## config.mk

```make
export PLATFORM = sky130hd
export DESIGN_NAME = display_source_sequencer
export DESIGN_NICKNAME = d
export VERILOG_FILES = /design/src/rtl/display_source_sequencer.sv
export SDC_FILE = /design/constraint.sdc
export NUM_CORES = 1
export LEC_CHECK = 0
export ABC_AREA = 1
export CAP_MARGIN = 20
export CORE_MARGIN = 8
export CORE_UTILIZATION = 57
export DETAILED_ROUTE_END_ITERATION = 16
export HOLD_SLACK_MARGIN = 0.05
export MAX_ROUTING_LAYER = met4
export PLACE_DENSITY = 0.85
export SLEW_MARGIN = 20
export SYNTH_ARGS = -nofsm -noshare
export SYNTH_HDL_FRONTEND = slang
export SYNTH_SLANG_ARGS = --single-unit
export TNS_END_PERCENT = 50
```

## constraint.sdc

```tcl
create_clock -name clk -period 4.3 [get_ports clk]
set_input_delay 0.43 -clock clk [delete_from_list [all_inputs] [get_ports clk]]
set_output_delay 0.43 -clock clk [all_outputs]
set_load 0.02 [all_outputs]
```

## src/rtl/display_source_sequencer.sv

```systemverilog
// display_source_sequencer
// Round-robin scheduler that shares the 0-19 seven-segment display between
// four 5-bit processor sources. One enabled source is shown at a time; it is
// held for DWELL cycles (auto mode) or until a step button edge, then the
// next enabled source is selected. Values above 19 are clamped and flagged.
module display_source_sequencer #(
    parameter int DWELL = 50000000,
    parameter int CNT_W = 26
) (
    input  logic       clk,
    input  logic       rst_n,
    input  logic [4:0] src0,
    input  logic [4:0] src1,
    input  logic [4:0] src2,
    input  logic [4:0] src3,
    input  logic [3:0] src_en,
    input  logic       mode_auto,
    input  logic       step,
    input  logic       frz,
    output logic [4:0] disp_val,
    output logic [1:0] disp_sel,
    output logic       disp_blank,
    output logic       ovr
);

    typedef enum logic {
        ST_BLANK = 1'b0,
        ST_SHOW  = 1'b1
    } state_t;

    // Counter value on which the auto dwell expires.
    localparam logic [CNT_W-1:0] DWELL_LAST = CNT_W'(DWELL - 1);

    state_t           state_q;
    logic [1:0]       sel_q;
    logic [CNT_W-1:0] cnt_q;
    logic             step_q;
    logic [4:0]       val_q;
    logic             ovr_q;
    logic             blank_q;

    logic [4:0]       src_arr [4];
    logic [4:0]       cur_src;
    logic             step_edge;
    logic             dwell_done;
    logic             cur_off;
    logic             advance;
    logic [1:0]       sel_first_d;
    logic [1:0]       sel_adv_d;
    logic [4:0]       val_d;
    logic             ovr_d;

    // Search the enable mask starting at base (incl=1) or just after base
    // (incl=0), wrapping modulo 4. Falls back to base when nothing else is
    // enabled, so a lone enabled source re-selects itself.
    function automatic logic [1:0] find_enabled(input logic [1:0] base,
                                                input logic [3:0] en,
                                                input logic       incl);
        logic [1:0] res;
        logic [1:0] cand;
        res = base;
        // Walk from the farthest offset down so the nearest match wins.
        for (int k = 3; k >= 0; k--) begin
            cand = base + 2'(k);
            if (en[cand] && ((k != 0) || incl)) begin
                res = cand;
            end
        end
        return res;
    endfunction

    assign src_arr[0] = src0;
    assign src_arr[1] = src1;
    assign src_arr[2] = src2;
    assign src_arr[3] = src3;

    // Advance decision, next-index search and clamping of the shown source.
    always_comb begin
        cur_src     = src_arr[sel_q];
        step_edge   = step & ~step_q;
        dwell_done  = mode_auto && (cnt_q == DWELL_LAST);
        cur_off     = ~src_en[sel_q];
        advance     = dwell_done | step_edge | cur_off;
        sel_first_d = find_enabled(sel_q, src_en, 1'b1);
        sel_adv_d   = find_enabled(sel_q, src_en, 1'b0);
        ovr_d       = (cur_src > 5'd19);
        val_d       = ovr_d ? 5'd19 : cur_src;
    end

    // Sequencer FSM with registered display outputs.
    always_ff @(posedge clk) begin
        if (!rst_n) begin
            state_q <= ST_BLANK;
            sel_q   <= 2'd0;
            cnt_q   <= '0;
            step_q  <= 1'b0;
            val_q   <= 5'd0;
            ovr_q   <= 1'b0;
            blank_q <= 1'b1;
        end else begin
            step_q <= step;
            if (src_en == 4'b0000) begin
                // Nothing to show: park blank; frz has no effect here.
                state_q <= ST_BLANK;
                cnt_q   <= '0;
                val_q   <= 5'd0;
                ovr_q   <= 1'b0;
                blank_q <= 1'b1;
            end else if (state_q == ST_BLANK) begin
                // Leaving blank: take the first enabled source at or after
                // the last index; digits follow one cycle later.
                state_q <= ST_SHOW;
                sel_q   <= sel_first_d;
                cnt_q   <= '0;
                blank_q <= 1'b0;
            end else begin
                blank_q <= 1'b0;
                if (advance) begin
                    sel_q <= sel_adv_d;
                    cnt_q <= '0;
                end else if (mode_auto) begin
                    cnt_q <= cnt_q + 1'b1;
                end else begin
                    cnt_q <= '0;
                end
                // Freeze holds the digits while the index keeps moving.
                if (!frz) begin
                    val_q <= val_d;
                    ovr_q <= ovr_d;
                end
            end
        end
    end

    assign disp_val   = val_q;
    assign disp_sel   = sel_q;
    assign disp_blank = blank_q;
    assign ovr        = ovr_q;

endmodule
```

==> results of run 1 <==
==> routing by layer <==
metal	routed length [microns]	share of wire	global-route usage
met2	2368	0.47	0.2593
met1	2390	0.47	0.2178
met5	0	0	-
met4	106	0.021	0.07593
met3	188	0.037	0.05353
==> where the power goes <==
group	switching, mW	internal [mW]
Combinational	0.206	0.137
Sequential	0.0255	0.362
Clock	0.127	0.189
Total	0.358	0.688
==> flip-flops by register name (all words and copies together), names as in the netlist <==
signal	cells
cnt_q	26
disp_blank	1
disp_sel	2
disp_val	5
ovr	1
state_q	1
step_q	1
==> cell families after synthesis <==
logic type / synth area share
adder cells (fa/ha/maj): 0.005681
buffers and inverters: 0.09545
multiplexers: 0.009091
AND/OR/NAND/NOR: 0.4347
AO/OA/AOI/OAI: 0.06705
flip-flops: 0.3364
XOR/XNOR: 0.05170
==> area by class of cell <==
cell class / instances / area (sq um)
multi-input cells: 250 / 1251
fillers: 309 / 973.4
flip-flops and latches: 37 / 740.7
repair buffers: 37 / 370.4
inverters: 47 / 176.4
clock buffers: 7 / 86.33
well taps: 48 / 60.06
clock inverters: 1 / 30.03
==> worst max path at each step <==
stage	cells past startpoint	to
after CTS	1	disp_sel[0]
after global routing	10	cnt_q[9]
after global placement	9	cnt_q[9]
final	1	disp_sel[0]
after detailed placement	9	cnt_q[10]
after floorplan	10	cnt_q[19]
==> cell usage in the layout, fill, tap and decap left out <==
| master | count |
|---|---|
| sky130_fd_sc_hd__a21oi_2 | 5 |
| sky130_fd_sc_hd__bufinv_16 | 1 |
| sky130_fd_sc_hd__inv_1 | 45 |
| sky130_fd_sc_hd__nand3_1 | 13 |
| sky130_fd_sc_hd__nor2_2 | 13 |
| sky130_fd_sc_hd__nor2_4 | 5 |
| sky130_fd_sc_hd__a21oi_4 | 1 |
| sky130_fd_sc_hd__o211ai_1 | 1 |
| sky130_fd_sc_hd__or2_2 | 3 |
| sky130_fd_sc_hd__ha_1 | 1 |
| sky130_fd_sc_hd__nor3b_1 | 1 |
| sky130_fd_sc_hd__nand3_4 | 1 |
| sky130_fd_sc_hd__clkbuf_8 | 6 |
| sky130_fd_sc_hd__nor2_1 | 39 |
| sky130_fd_sc_hd__o21ai_0 | 4 |
| sky130_fd_sc_hd__nand2_1 | 115 |
| sky130_fd_sc_hd__nand4_1 | 5 |
| sky130_fd_sc_hd__nor4_1 | 1 |
| sky130_fd_sc_hd__mux2i_1 | 2 |
| sky130_fd_sc_hd__a21oi_1 | 12 |
| sky130_fd_sc_hd__dfxtp_1 | 37 |
| sky130_fd_sc_hd__xnor2_1 | 5 |
| sky130_fd_sc_hd__inv_2 | 2 |
| sky130_fd_sc_hd__nand2_2 | 4 |
| sky130_fd_sc_hd__nand3_2 | 2 |
| sky130_fd_sc_hd__clkdlybuf4s50_1 | 37 |
| sky130_fd_sc_hd__nand3b_1 | 2 |
| sky130_fd_sc_hd__xor2_1 | 8 |
| sky130_fd_sc_hd__nor3_1 | 7 |
| sky130_fd_sc_hd__clkbuf_1 | 1 |
==> metrics by stage <==
step | util | setup WS (ps) | instance area, sq um
finish | 0.7361 | 2261 | 2715
global route | 0.7361 | 2128 | 2715
CTS | 0.7361 | 2262 | 2715
detailed placement | 0.7045 | 1969 | 2599
global placement | 0.7045 | 2047 | 2599
floorplan | - | 2769 | 2202
==> impl.org, run 1 <==
** Die
- Die footprint :: 6108 sq um
- The initial utilization of the core area, before any placement, comes to 0.5970.
- Measured along the y axis, the die boundary spans 78.16 microns.
- The region available for standard cell placement spans 3689 sq um.
- Row Count :: 22
- I/O pin count :: 38
- The die is 78.16 microns wide.

** STA
- Final sum of negative setup slack :: 0 ps
- Total count of hold-check failures in the final report :: 0
- Measured against its own limit, the worst slew margin works out to 0.5889.
- The total count of max-transition violations in the final report is 0.
- Dividing the final minimum period by the clock period gives 0.4741.
- Final hold slack :: 463.6 ps
- Final Setup Violations :: 0
- Fmax :: 0.4905 GHz
- Slew @ Worst Pin :: 615.7 ps
- Final clock skew :: 4.592 ps
- Setup repair after global routing left no endpoint under its margin.
- Counting I/O delays and the setup requirement, the final critical path takes 2039 ps.

** Hold path
- Hold Crit Class :: flip-flop to flip-flop
- The path with the worst hold slack has its endpoint at cnt_q[0].
- Worst Hold Path Cells :: 1
- In this run the most critical hold path is launched from cnt_q[0].

** Synth
- Counting every net in the synthesized netlist gives 367.
- Cells after Synth :: 337
- A synthesized cell averages 6.534 sq um.
- Post-synth EDFFs :: 0
- Fraction of the yosys area taken by sequential cells :: 0.3364
- In the synthesized netlist, the cells that appear most often are sky130_fd_sc_hd__nand2_1, sky130_fd_sc_hd__inv_1, sky130_fd_sc_hd__nor2_1.
- Counting flops and latches in the post-synthesis netlist gives 37.
- Library cell with the highest instance count after synthesis :: sky130_fd_sc_hd__nand2_1
- The synthesized netlist contains 27 unique library cells.
- Area of the mapped netlist :: 2202 sq um
- Share of the synthesized area in the top cell type :: 0.3364
- The Yosys step of the flow raised 0 warnings.
- The most used flip-flop cell after synthesis is sky130_fd_sc_hd__dfxtp_1.
- By area the synthesized netlist is led by sky130_fd_sc_hd__dfxtp_1, sky130_fd_sc_hd__nand2_1, sky130_fd_sc_hd__inv_1.
- sky130_fd_sc_hd__dfxtp_1 takes more of the synthesized area than any other cell.
- For this run, asynchronously set or reset flops after synthesis account for 0.

** Finish
- Diode count :: 0
- The finished layout holds 427 standard cells, fillers aside.
- In the final layout, the share of cells above drive strength 1 is 0.1135.
- Area growth from synthesis to layout :: 23.30%
- In the final design database the tool counted 408 nets.

** Critical path
- Crit-path max cell delay :: 700 ps
- On the critical path, the stage with the largest delay is an instance of sky130_fd_sc_hd__clkdlybuf4s50_1.
- Terminus of the critical flop-to-flop path :: cnt_q[9]
- The worst setup path is captured at a primary output.
- Worst path arrival time :: 1610 ps
- The critical path starts at disp_sel[0].
- Series of cell instances along the critical path :: clkdlybuf4s50_1
- The worst setup path is launched from a flip-flop.
- Critical path's top delay family :: buffers and inverters
- In this run the worst path has a maximum fanout of 12.
- Reg2reg start :: cnt_q[0]
- The number of cells on the worst reg-to-reg path is 10.
- WS Path Type :: flip-flop to primary output
- Flop-to-flop setup slack :: 2300 ps
- Together, buffers and inverters on the worst path number 1.
- At the worst endpoint, the required time is 3870 ps.

** Power and ir drop
- The design draws 1.045 mW.
- Power density cells :: 385.0 nW/um^2
- Summed over all cells, the static leakage comes to 1.074 nW.
- The worst-case IR drop observed on VDD is 0.0003030 V.

** Global route
- Number of antenna violations at the first check in global routing :: 0
- The via count of the first global-routing pass was 1884.
- For this run the aggregate overflow at the end of global routing stands at 0.
- The first global-routing pass estimated 8.576 mm of wire.
- In the global route stage, overall resource usage came out at 0.1763.
- Entering global routing, the biggest net connects 24 pins.

** Place
- Final HPWL from detailed placement :: 4.009 mm
- After detailed placement, the design holds a cell count of 419.
- Weighted congestion at the end of routability-driven global placement :: 0.8716
- Buffers placed on the I/O ports in this run total 37.

** Detailed routing
- The detailed router placed 2121 vias in this run.
- After detailed routing, the number of vias per cell comes to 4.967.
- Wire length per cell after detailed routing :: 11.84 microns
- Total length of routed wires :: 5.054 mm
- DRC marker count from the first detailed-route iteration :: 161
- Number of search-and-repair iterations in the first detailed-routing pass :: 4
- The detail route stage leaves a number of antenna-violating nets equal to 0.
- After detailed routing, the number of remaining DRC violations is 0.

** Clock tree
- For the worst-skew pair, the clock arrives at the later sink with an insertion delay of 300 ps.
- CTS tree :: done
- Clock transition at the registers of the reported paths :: 70 ps
- Clock H-tree levels :: 2
- No sink is reached through more buffers than the 2 on the longest clock path.
- Buffers added to address setup during post-CTS repair amount to 0.
- Total CTS buffers :: 5
- CTS Root Buffer Type :: sky130_fd_sc_hd__clkbuf_8
- Post-CTS Hold Buffers :: 0
- CTS Sinks :: 37
- Number of resized instances in the post-cts repair step :: 0

** Flow run
- Max-cap violations in this run came to 0.

** Run status
- Result of the run :: finished clean
Power figures use the tool's default switching activity.
==> run 2, diff against run 1 <==
- CORE_UTILIZATION: 57 -> 53
- PLACE_DENSITY: 0.85 -> 0.8
- clock period: 4.3 -> 2 ns (I/O delays scaled with it)
==> impl.org, run 2 (synthesis results as in run 1) <==
** Clock tree
- Total CTS buffers :: 5
- Number of resized instances in the post-cts repair step :: 0
- Clock H-tree levels :: 2
- Buffers inserted to repair hold after CTS numbered 0.
- Once the clock tree was built, the setup fixing pass inserted 0 buffers.
- CTS Root Buffer Type :: sky130_fd_sc_hd__clkbuf_8
- Clock latency reported for the late side of the worst-skew pair :: 290 ps
- Counting along the longest clock path gives a buffer depth of 2.
- CTS Sinks :: 37
- Clock transition at the registers of the reported paths :: 80 ps
- CTS tree :: done

** Detailed routing
- Using the TritonRoute via totals, the vias-per-cell ratio works out to 4.845.
- For this run, design rule violations remaining after detail routing come to 0.
- Across all layers, the routed design uses 2093 vias.
- For this run, the detailed router's first-pass iteration total came to 4.
- The detail route stage leaves a number of antenna-violating nets equal to 0.
- For this block, the initial DRC count from the detailed router was 155.
- In the final routed layout, each cell accounts on average for 11.36 microns.
- Total length of routed wires :: 4.906 mm

** Flow run
- Across the run, the number of max-cap violations was 0.

** Critical path
- STA classifies the critical path startpoint as a flip-flop.
- The worst setup path is of the flip-flop to flip-flop kind.
- Required time worst endpoint :: 2170 ps
- Reg2reg start :: cnt_q[0]
- Data on the critical path arrives at its endpoint at 1910 ps.
- Worst reg-to-reg path cell count :: 11
- In this run the critical register-to-register path is captured at cnt_q[9].
- Slowest-stage cell, CP :: sky130_fd_sc_hd__dfxtp_1
- Series of cell instances along the critical path :: ha_1 -> nand3_1 -> inv_1 -> nand2_1 -> nor2_1 -> nand2_1 -> nand3_4 -> nor2_4 -> inv_2 -> buf_12 -> a21oi_1
- Counting both buffers and inverters, the worst setup path holds a total of 3.
- On the worst path, the slowest cell contributes a delay of 370 ps.
- Worst setup EP type :: flip-flop
- On the critical path the largest part of the delay comes from simple AND/OR/NAND/NOR gates.
- The setup check on the worst reg-to-reg path leaves a slack of 260 ps.
- In this run the worst path has a maximum fanout of 23.
- Top cell by count, worst path :: sky130_fd_sc_hd__nand2_1

** Place
- Detailed placement finished with a half-perimeter wire length of 3.934 mm.
- At the end of routability-driven placement, the weighted congestion stood at 0.9084.
- In this run the tool buffered the top-level ports with 37 buffer cells.
- Placed Cells :: 424

** Run status
- Result of the run :: finished clean

** Global route
- Number of antenna violations at the first check in global routing :: 0
- The via count of the first global-routing pass is 1943.
- GRT Residual Overflow :: 0
- GRT Total Usage :: 0.1672
- The first global-routing pass estimated 8.569 mm of wire.
- Pin count of the biggest net entering global routing :: 24

** STA
- For this run, the top clock speed supported by timing is 0.5753 GHz.
- Time the worst path needs with I/O delays and setup :: 1738 ps
- Max-slew headroom :: 0.8161
- Unrepaired setup endpoints after global routing :: no
- Final clock skew :: 10.65 ps
- Total count of hold-check failures in the final report :: 0
- Final Setup Violations :: 0
- The total count of max-transition violations in the final report was 0.
- Part of the cycle the worst path needs :: 0.8692
- At the pin with the least slew margin, the transition time is 275.2 ps.
- Adding up every negative setup slack in the final design gives 0 ps.

** Die
- I/O pin count :: 38
- Row Count :: 23
- Die footprint :: 6474 sq um
- The region available for standard cell placement spans 4000 sq um.
- Die H :: 80.46 microns
- The floorplan step set the die width to 80.46 microns.
- Starting utilization of the core area :: 0.5505

** Finish
- Flip-flop and latch area :: 740.7 sq um
- The finished layout holds 432 standard cells, fillers aside.
- Multi-input logic area :: 1251 sq um
- Leaving out fill and tap cells, the most frequent cells in the layout are sky130_fd_sc_hd__nand2_1, sky130_fd_sc_hd__inv_1, sky130_fd_sc_hd__nor2_1.
- The filler cells instantiated in the layout total 345.
- Area growth from synthesis to layout :: 24.77%
- The register with the most flip-flops in the layout has 26 of them.
- Fraction of layout cells with a size suffix above 1 :: 0.1204
- Diode count :: 0
- The library cell used most frequently in the layout, excluding fill and tap cells, is sky130_fd_sc_hd__nand2_1.
- Number of nets in the layout :: 411
- Largest Register :: cnt_q

** Power and ir drop
- VDD sags by at most 0.0005277 V.
- For this design the static power due to leakage is 1.091 nW.
- For this design the ratio of total power to cell area is 804.9 nW/um^2.
- Overall power consumption after layout is estimated at 2.212 mW.

** Hold path
- In this run the most critical hold path is launched from cnt_q[0].
- Worst Hold Path Cells :: 1
- Hold Crit Class :: flip-flop to flip-flop
- Hold path endpoint :: cnt_q[0]
[run 2: cell count changes in the layout (fill, tap and decap cells not counted)]
cell	change
sky130_fd_sc_hd__buf_12	+1
sky130_fd_sc_hd__clkbuf_8	-1
sky130_fd_sc_hd__clkinv_4	+1
sky130_fd_sc_hd__buf_4	+2
[run 2: worst max path at each step]
stage,from,end,depth (start not counted)
5_1_grt,cnt_q[0],cnt_q[18],9
6_report,cnt_q[0],cnt_q[9],11
4_1_cts,cnt_q[0],cnt_q[9],11
3_5_place_dp,src_en[3],cnt_q[10],10
3_3_place_gp,src_en[1],cnt_q[10],10
2_1_floorplan,disp_sel[0],cnt_q[19],10
[run 2: layer usage]
metal,GRT usage,part of all wire,vias to the layer above
met3,0.04241,0.047,8
met2,0.2446,0.43,48
met5,-,0,-
met1,0.2224,0.51,917
met4,0.04182,0.010,0
li1,-,-,1120
[run 2: area by class of cell]
type	instances	area share
clock buffer	6	0.02641
clock inverter	2	0.01412
inverter	47	0.06421
multi-input combinational	250	0.4554
sequential	37	0.2696
tap	50	0.02277
timing repair buffer	40	0.1475
[run 2: worst reg2reg max path: stages (launching register included)]
cell	delay [ps]
sky130_fd_sc_hd__dfxtp_1	370
sky130_fd_sc_hd__ha_1	200
sky130_fd_sc_hd__nand3_1	180
sky130_fd_sc_hd__inv_1	130
sky130_fd_sc_hd__nand2_1	60
sky130_fd_sc_hd__nor2_1	110
sky130_fd_sc_hd__nand2_1	110
sky130_fd_sc_hd__nand3_4	100
sky130_fd_sc_hd__nor2_4	50
sky130_fd_sc_hd__inv_2	70
sky130_fd_sc_hd__buf_12	190
sky130_fd_sc_hd__a21oi_1	60
[run 2: through the flow]
stage	instance area (sq um)	utilization	hold slack (ps)	worst slack (ps)
final	2748	0.6869	458.9	261.7
after global routing	2748	0.6869	490.1	92.05
after CTS	2748	0.6869	465.1	258.3
after detailed placement	2636	0.6591	447.7	243.0
after global placement	2636	0.6591	440.4	303.1
after floorplan	2202	-	293.5	469.0
[run 2: report_power, final]
part | switching (mW) | total, mW | internal, mW
logic | 0.454 | 0.763 | 0.309
registers | 0.0350 | 0.813 | 0.778
clock network | 0.262 | 0.636 | 0.374
total | 0.751 | 2.21 | 1.46
==> run 3, diff against run 2 <==
- CAP_MARGIN: 20 -> not set
- SLEW_MARGIN: 20 -> not set
==> results of run 3 <==
The final DEF is identical to that of run 2; final timing and power are the same.
